==> src/rtl/vga_timing_pkg.sv <==
// Default 640x480@60 VGA timing constants and shared types for the timing generator.
package vga_timing_pkg;

    localparam int CNT_W   = 10;
    localparam int FRAME_W = 16;

    localparam int VGA_CLK_DIV     = 4;
    localparam int VGA_H_TOTAL     = 800;
    localparam int VGA_V_TOTAL     = 525;
    localparam int VGA_H_SYNC      = 96;
    localparam int VGA_V_SYNC      = 2;
    localparam int VGA_H_ACT_START = 144;
    localparam int VGA_H_ACT_END   = 783;
    localparam int VGA_V_ACT_START = 35;
    localparam int VGA_V_ACT_END   = 514;

    typedef logic [CNT_W-1:0] cnt_t;

    // Inclusive range test used by the visible-window decode.
    function automatic logic in_window(cnt_t value, int lo, int hi);
        return (int'(value) >= lo) && (int'(value) <= hi);
    endfunction

endpackage

==> src/rtl/vga_mod_counter.sv <==
// Mod-N counter with count enable; wrap flags the enabled edge that returns it to 0.
module vga_mod_counter #(
    parameter int MODULUS = 800,
    parameter int WIDTH   = 10
) (
    input  logic             clk,
    input  logic             reset,
    input  logic             en,
    output logic [WIDTH-1:0] count,
    output logic             wrap
);

    assign wrap = en && (count == WIDTH'(MODULUS - 1));

    // NOTE: sequential state uses non-blocking assignments so every register samples pre-edge values.
    always_ff @(posedge clk or posedge reset) begin
        if (reset) begin
            count <= '0;
        end else if (wrap) begin
            count <= '0;
        end else if (en) begin
            count <= count + 1'b1;
        end
    end

endmodule

==> src/rtl/vga_timing_gen.sv <==
// VGA raster timing: pixel-rate divider, h/v counters, zero-latency sync/window decode.
// Define VGA_FRAME_CNT_EN to build frame_tick / frame_count; otherwise both are tied to 0.
module vga_timing_gen
    import vga_timing_pkg::*;
#(
    parameter int CLK_DIV     = VGA_CLK_DIV,
    parameter int H_TOTAL     = VGA_H_TOTAL,
    parameter int V_TOTAL     = VGA_V_TOTAL,
    parameter int H_SYNC      = VGA_H_SYNC,
    parameter int V_SYNC      = VGA_V_SYNC,
    parameter int H_ACT_START = VGA_H_ACT_START,
    parameter int H_ACT_END   = VGA_H_ACT_END,
    parameter int V_ACT_START = VGA_V_ACT_START,
    parameter int V_ACT_END   = VGA_V_ACT_END
) (
    input  logic               clk,
    input  logic               reset,
    output logic [CNT_W-1:0]   hCount,
    output logic [CNT_W-1:0]   vCount,
    output logic               bright,
    output logic               hSync,
    output logic               vSync,
    output logic               pix_en,
    output logic               frame_tick,
    output logic [FRAME_W-1:0] frame_count
);

    localparam int DIV_W = (CLK_DIV > 1) ? $clog2(CLK_DIV) : 1;

    logic [DIV_W-1:0] div;
    logic             div_last;
    logic             h_wrap;
    logic             v_wrap;

    assign div_last = (div == DIV_W'(CLK_DIV - 1));

    always_ff @(posedge clk or posedge reset) begin
        if (reset) begin
            div <= '0;
        end else if (div_last) begin
            div <= '0;
        end else begin
            div <= div + 1'b1;
        end
    end

    // Gated so a CLK_DIV of 1 still reads pix_en=0 while reset is held.
    assign pix_en = div_last && !reset;

    vga_mod_counter #(
        .MODULUS (H_TOTAL),
        .WIDTH   (CNT_W)
    ) u_h_counter (
        .clk   (clk),
        .reset (reset),
        .en    (pix_en),
        .count (hCount),
        .wrap  (h_wrap)
    );

    vga_mod_counter #(
        .MODULUS (V_TOTAL),
        .WIDTH   (CNT_W)
    ) u_v_counter (
        .clk   (clk),
        .reset (reset),
        .en    (h_wrap),
        .count (vCount),
        .wrap  (v_wrap)
    );

    assign hSync  = (hCount >= CNT_W'(H_SYNC));
    assign vSync  = (vCount >= CNT_W'(V_SYNC));
    assign bright = in_window(hCount, H_ACT_START, H_ACT_END)
                 && in_window(vCount, V_ACT_START, V_ACT_END);

`ifdef VGA_FRAME_CNT_EN
    // v_wrap marks the edge into (0,0); registering it gives a tick in the first cycle of the new frame.
    always_ff @(posedge clk or posedge reset) begin
        if (reset) begin
            frame_tick  <= 1'b0;
            frame_count <= '0;
        end else begin
            frame_tick <= v_wrap;
            if (v_wrap) begin
                frame_count <= frame_count + 1'b1;
            end
        end
    end
`else
    logic unused_v_wrap;
    assign unused_v_wrap = v_wrap;
    assign frame_tick    = 1'b0;
    assign frame_count   = '0;
`endif

endmodule

==> config.mk <==
export PLATFORM = sky130hd
export DESIGN_NAME = vga_timing_gen
export DESIGN_NICKNAME = d
export VERILOG_FILES = /design/src/rtl/vga_timing_pkg.sv /design/src/rtl/vga_mod_counter.sv /design/src/rtl/vga_timing_gen.sv
export SDC_FILE = /design/constraint.sdc
export NUM_CORES = 1
export LEC_CHECK = 0
export CAP_MARGIN = 40
export CORE_ASPECT_RATIO = 1.75
export CORE_MARGIN = 2
export CORE_UTILIZATION = 30
export DETAILED_ROUTE_END_ITERATION = 8
export GPL_ROUTABILITY_DRIVEN = 0
export PLACE_DENSITY = 0.59
export SYNTH_ARGS = -nofsm -noshare
export SYNTH_HDL_FRONTEND = slang
export SYNTH_SLANG_ARGS = --single-unit
==> constraint.sdc <==
create_clock -name clk -period 1.75 [get_ports clk]
set_input_delay 0.35 -clock clk [delete_from_list [all_inputs] [get_ports clk]]
set_output_delay 0.35 -clock clk [all_outputs]
set_load 0.03 [all_outputs]
==> key figures, run 1 <==
Power and ir drop
  – Power Internal: 0.8650 mW
  – Clock power share: 0.283
  – Pwr Density: about 600 nW/µm²
  – Sw Ratio: 0.3342
  – Reg power frac: 0.460
  – Peak VDD IR: approximately 0.59 mV
  – Comb pwr share: 0.257
  – Switch Pwr: approximately 0.43 mW
  – Pleak: 1.057 nW

Synth
  – Dominant synthesized flop cell: dfrtp_1
  – Syn. warnings: 0
  – Synthesized cell area: 1361 µm²
  – Seq/Total Area, Yosys: 0.4044
  – Post-synth top cells: dfrtp_1, buf_4, nor2_1
  – Synth unique cells: 40
  – Area leader, netlist: dfrtp_1
  – FF+latch count, synth: 22
  – Largest cells by area after synthesis: dfrtp_1, buf_4, ha_1
  – Area fraction of the dominant cell type after synthesis: 0.4044
  – Post-synth EDFFs: 0
  – Post-synth ARST share: 1.000
  – Most common cell in the synthesized netlist: dfrtp_1
  – Avg Cell Area, Syn: a little under 10 µm²
  – Cells after Synth: 141

Die
  – Row count: 32
  – Initial Utilization: 0.3091
  – Core area: approximately 4400 µm²
  – Die Y: between 90 and 100 µm
  – Die area: around 5100 µm²
  – I/O pin total: 43
  – Die Width: about 55 µm

Global routing
  – Initial antenna violation count: 0
  – Grt met2 use: 0.2589
  – All-Layer GR Usage: 0.1410
  – GR peak layer: met2
  – Met1 Track Usage GR: 0.1479
  – Met3 Use GR: 0.02077
  – Largest net degree at the start of global routing: 19
  – Vias in the first global route: about 1200
  – First-pass GRT wire length: 5285 µm
  – GRT Residual Overflow: 0

Critical path
  – CP max stage delay: between 300 and 400 ps
  – Top cell family by delay on the critical path: simple AND/OR/NAND/NOR gates
  – Startpoint types: flop
  – Critical path buffers and inverters: 3
  – Crit-path max FO: 2
  – Worst path slowest cell: dfrtp_1
  – Most common cell on crit path: buf_4
  – Required @ worst endpoint: ~1400 ps
  – Worst setup EP type: output pin
  – WS Path Type: flop to output pin
  – Worst path cell trace: nor3_2 > buf_4 > buf_4 > nand2_1 > nor2_2 > nor4_4 > buf_6
  – Worst EP arrival: around 1600 ps

STA
  – Hold WS: between 400 and 500 ps
  – Final setup vio count: 7
  – RSZ-0062 raised after global routing: true
  – Setup TNS: -490.1 ps
  – Final period demand of the worst path: slightly below 2000 ps
  – Crit share post-route: 1.105
  – Highest clock rate: 517.1 MHz
  – Final setup margin: -183.8 ps
  – Slew Viols, Final: 0
  – Skew final: 1.360 ps
  – Fin. Hold Viols: 0

Final layout
  – Fillers: approximately 450
  – Non-filler cells, final: 260
  – Diode count: 0
  – Share of layout cells above drive strength 1: 0.3971
  – Multi-input logic area: 799.5 µm²
  – FF/Latch Area: 556.8 µm²
  – Final #Nets: 218
  – Final Core Density: 0.4807
  – Layout area overhead: 55.51%

Run status
  – Violated checks: negative setup slack
  – Status: finished with violations

Drt
  – Final ANT Viol Nets: 0
  – TritonRoute pass-1 iters: 4
  – Routed wire length: 3533 µm
  – Routed length per instance: 13.59 µm
  – Drt drc: 0
  – Drt initial violations: 15
  – Vias post-DR: 1250
  – Vias/cell: 4.808

Place
  – Placed instance count: 246
  – Buffers on Ports: 25
  – Worst slack, placed: -496.4 ps
  – Detailed Place HPWL: 2525 µm

Clocking
  – H-tree depth: 1
  – # hold bufs at CTS: 0
  – Root Buffer: clkbuf_8
  – Clock transition at the registers of the reported paths: 80 ps
  – CTS tree: yes
  – Sink Count: 22
  – Num CTS Buffers: 3
  – Clk_lat worst skew: approximately 260 ps
  – Max Root-Sink Buffers: 2

Min path
  – HP Class: flop to flop

Job
  – MaxCap Viol Count: 0
## state kept, by name, summed over array words and instances (netlist names)
signal	cells
u_v_counter.count	10
u_h_counter.count	10
div	2
## cell type report
type | instances | area share
multi-input combinational | 107 | 0.3777
sequential | 22 | 0.2630
inverter | 7 | 0.01241
timing repair buffer | 69 | 0.2908
tap | 51 | 0.03014
clock buffer | 4 | 0.02600
## per-layer routing
layer	up-vias	routed length, µm
li1	594	-
met1	608	1285
met2	41	2039
met3	7	143
met4	0	65
met5	-	0
## through the flow
stage               instance area [µm²]  power [mW]
finish                             2117       1.299
global route                       2117       1.378
CTS                                1977       1.320
detailed placement                 1874      0.9519
global placement                   1874      0.9494
floorplan                          1455      0.8546
## power by group through the flow
| stage | Combinational [mW] | Clock [mW] | Sequential, mW |
|---|---|---|---|
| floorplan | 0.172 | 0 | 0.682 |
| global placement | 0.342 | 0 | 0.607 |
| detailed placement | 0.343 | 0 | 0.609 |
| CTS | 0.338 | 0.382 | 0.600 |
| global route | 0.360 | 0.410 | 0.607 |
| finish | 0.334 | 0.367 | 0.598 |
## placed cells by master (no fill, tap or decap), types with 3 or more instances in the layout
cell type / n
a31oi_1: 4
and3_1: 3
buf_4: 34
buf_6: 13
clkbuf_8: 4
conb_1: 17
dfrtp_1: 17
dfrtp_2: 5
dlygate4sd2_1: 17
ha_1: 3
ha_2: 3
inv_1: 6
nand2_1: 8
nand3_1: 3
nand3_2: 5
nand4_1: 3
nor2_1: 8
nor3_1: 3
nor3_2: 3
o21a_1: 3
xnor2_1: 7
xor2_1: 3
## timing repair
action / 4_1_cts / 5_1_grt
gates cloned: 0 / 1
pin swaps: 5 / 16
setup endpoints to repair: 27 / 16
buffers inserted: 5 / 5
resized for setup: 45 / 27
## kinds of logic after synthesis
group / after synthesis / synth area share
buffers and inverters: 28 / 0.1360
and+or+nand+nor: 53 / 0.2252
xor gates and xnor gates: 10 / 0.06434
adders and majority gates: 6 / 0.05515
muxes: 1 / 0.007353
other: 1 / 0.002755
AOI/OAI and AO/OA: 20 / 0.1048
DFF: 22 / 0.4044
## worst paths after layout
path	endpoint	slack (ps)	from	depth (start not counted)
hold / removal	div[0]	430	div[0]	1
hold reg to reg	div[0]	430	div[0]	1
setup reg to reg	u_v_counter.count[6]	-60	u_h_counter.count[7]	7
max in group asynchronous	u_v_counter.count[0]	900	reset	4
setup / recovery	bright	-180	u_v_counter.count[8]	7
min in group asynchronous	u_h_counter.count[5]	460	reset	3
## worst register-to-register path, stage by stage, from the launching register on
cell and delay (ps):
dfrtp_1 420, buf_6 140, nand4b_1 250, nor4_4 390, buf_4 170, buf_6 120, nand3_2 70, xnor2_1 170
(Power assumes the default switching activity.)
==> run 2, diff against run 1 <==
- SLEW_MARGIN: unset -> 40
- SYNTH_HIERARCHICAL: unset -> 1
==> run 2 against run 1 <==
Compared with the run above: the run still ends with negative setup slack left; critical path depth rose by 1; sequential power fell by 3%; non-clock buffer count decreased by 1; global-route usage grew 0.61 points; via count down 1.8%; wire length decreased by 3.8%.
==> key figures, run 2 <==
Power and ir drop
  – Pleak: 1.062 nW
  – Peak VDD IR: 0.5309 mV
  – Pwr Density: around 670 nW/µm²
  – Total chip power: approximately 1.4 mW

Clocking
  – Sink Count: 22
  – H-tree depth: 1
  – # hold bufs at CTS: 0
  – Clock transition at the registers of the reported paths: 80 ps
  – Clk_lat worst skew: 260 ps
  – Num CTS Buffers: 3
  – Root Buffer: clkbuf_8
  – Max Root-Sink Buffers: 2
  – CTS tree: yes

Critical path
  – R2r worst-path depth: 8
  – Crit-path max FO: 5
  – Required @ worst endpoint: between 1500 and 2000 ps
  – Worst setup EP type: flop
  – Reg2Reg Launch Point: div[0]
  – Critical path buffers and inverters: 1
  – Worst path slowest cell: dfrtp_1
  – Worst EP arrival: around 2100 ps
  – Worst path cell trace: ha_2 > nor2b_4 > nand4_4 > nor4_4 > nand4_1 > nor4bb_2 > buf_4 > o21ai_1
  – R2r setup slk: -200 ps
  – WS Path Type: flop to flop
  – Worst reg2reg path endpoint: u_v_counter/count[0]
  – Startpoint types: flop
  – Top cell family by delay on the critical path: simple AND/OR/NAND/NOR gates
  – CP max stage delay: 370 ps

Global routing
  – Largest net degree at the start of global routing: 14
  – First-pass GRT wire length: 5561 µm
  – Vias in the first global route: ~1200
  – GRT Residual Overflow: 0
  – Initial antenna violation count: 0
  – All-Layer GR Usage: 0.1471

Synth
  – Synthesized cell area: 1359 µm²
  – Post-synth ARST share: 1.000
  – Area fraction of the dominant cell type after synthesis: 0.4052
  – Avg Cell Area, Syn: 9.706 µm²
  – Post-synth top cells: dfrtp_1, buf_4, nand2_1, nor2_1
  – Seq/Total Area, Yosys: 0.4052
  – Syn. warnings: 6
  – Most common cell in the synthesized netlist: dfrtp_1
  – Largest cells by area after synthesis: dfrtp_1, buf_4, xor2_1
  – FF+latch count, synth: 22
  – Cells after Synth: 140
  – Post-synth EDFFs: 0
  – Synth unique cells: 37
  – Dominant synthesized flop cell: dfrtp_1
  – Area leader, netlist: dfrtp_1

Place
  – Placed instance count: 249
  – Buffers on Ports: 25
  – Detailed Place HPWL: 2557 µm

Final layout
  – Diode count: 0
  – Final #Nets: roughly 220
  – Commonest cells after routing, fill and taps aside: buf_4, dlygate4sd2_1, conb_1, dfrtp_1
  – Non-filler cells, final: 259
  – FF/Latch Area: 556.8 µm²
  – Biggest registers after layout: u_h_counter/count x10, u_v_counter/count x10, div x2
  – Multi-input logic area: 862.1 µm²
  – Share of layout cells above drive strength 1: 0.4183
  – Most common cell after layout, fill and taps aside: buf_4
  – Fillers: ~400
  – Layout area overhead: 58.01%

STA
  – Skew final: 3.122 ps
  – Highest clock rate: 514.0 MHz
  – RSZ-0062 raised after global routing: true
  – Crit share post-route: 1.112
  – Fin. Hold Viols: 0
  – Final setup vio count: 11
  – Final setup margin: -195.4 ps
  – Final period demand of the worst path: 1945 ps
  – Slew Viols, Final: 0

Drt
  – Drt initial violations: 23
  – Vias/cell: 4.737
  – Drt drc: 0
  – Vias post-DR: 1227
  – Routed length per instance: 13.12 µm
  – Final ANT Viol Nets: 0
  – TritonRoute pass-1 iters: 4
  – Routed wire length: 3398 µm

Run status
  – Violated checks: negative setup slack
  – Status: finished with violations

Die
  – Die Width: roughly 55 µm
  – Core area: 4364 µm²
  – Die Y: 93.03 µm
  – Die area: 5105 µm²
  – Initial Utilization: 0.3114
  – Row count: 32
  – I/O pin total: 43

Job
  – MaxCap Viol Count: 0

Min path
  – HP Class: primary input to async pin
-- run 2: cell types whose count changed in the layout (fill, tap and decap cells not counted), moves of 4 or more --
cell / delta
buf_6: -6
nand3_2: -4
xor2_1: +5
nand4_1: +4
a31oi_1: -4
-- run 2: worst register-to-register path: cells and delay by family, from the launching register on --
family	cells	cell delay, ps
compound gates	1	80
fa+ha+maj	1	190
buf+inv	1	210
flops	1	370
simple gates	5	1000
-- run 2: how the worst max path moves through the flow --
stage,from,endpoint,depth (start not counted)
3_5_place_dp,reset,u_v_counter/count[0],8
5_1_grt,div[0],u_v_counter/count[1],8
4_1_cts,u_v_counter/count[1],bright,4
6_report,div[0],u_v_counter/count[0],8
2_1_floorplan,div[0],u_v_counter/count[9],9
3_3_place_gp,reset,u_v_counter/count[9],8
-- run 2: timing repair --
action	in CTS	in global routing
endpoints found under the setup margin	33	14
setup buffers	1	5
pin swaps	12	8
gates resized for setup	53	13
-- run 2: kinds of logic after synthesis --
| family | Yosys count | synth area share |
|---|---|---|
| XOR/XNOR | 12 | 0.07735 |
| AND/OR/NAND/NOR | 56 | 0.2588 |
| adder cells (fa/ha/maj) | 4 | 0.03683 |
| buffers and inverters | 28 | 0.1289 |
| flip-flops | 22 | 0.4052 |
| other | 1 | 0.002760 |
| AO/OA/AOI/OAI | 17 | 0.09024 |
-- run 2: report_power, final --
part / internal (mW) / total [mW] / switching, mW
clock: 0.305 / 0.471 / 0.165
sequential: 0.546 / 0.579 / 0.0326
combinational: 0.138 / 0.379 / 0.241
total: 0.989 / 1.43 / 0.439
-- run 2: layout make-up --
class	count	area share
Multi-Input combinational cell	106	0.4015
Timing Repair Buffer	68	0.2622
Sequential cell	22	0.2593
Tap cell	51	0.02972
Clock buffer	3	0.01923
Clock inverter	1	0.01399
Inverter	8	0.01399
-- run 2: stage by stage --
stage	hold WS [ps]	setup WS (ps)	setup TNS (ps)	cell area, µm²	utilization
6_report	447.8	-195.4	-1362	2147	0.4920
4_1_cts	442.7	-228.4	-1490	2073	0.4751
3_3_place_gp	414.8	-452.1	-4202	1904	0.4364
3_5_place_dp	427.2	-498.8	-4940	1904	0.4364
5_1_grt	444.4	-366.7	-3073	2147	0.4920
2_1_floorplan	91.18	-535.6	-3885	1469	-
-- run 2: routing by layer --
| metal | vias up | GRT usage | routed length, µm | share of wire |
|---|---|---|---|---|
| li1 | 600 | - | - | - |
| met1 | 598 | 0.1567 | 1195 | 0.35 |
| met2 | 27 | 0.2738 | 2042 | 0.60 |
| met3 | 2 | 0.01118 | 115 | 0.034 |
| met4 | 0 | 0.06250 | 44 | 0.013 |
| met5 | - | 0 | 0 | 0 |
==> run 3, diff against run 2 <==
- SLEW_MARGIN: 40 -> 20
==> results of run 3 <==
The final DEF is identical to that of run 2; final timing and power are the same.
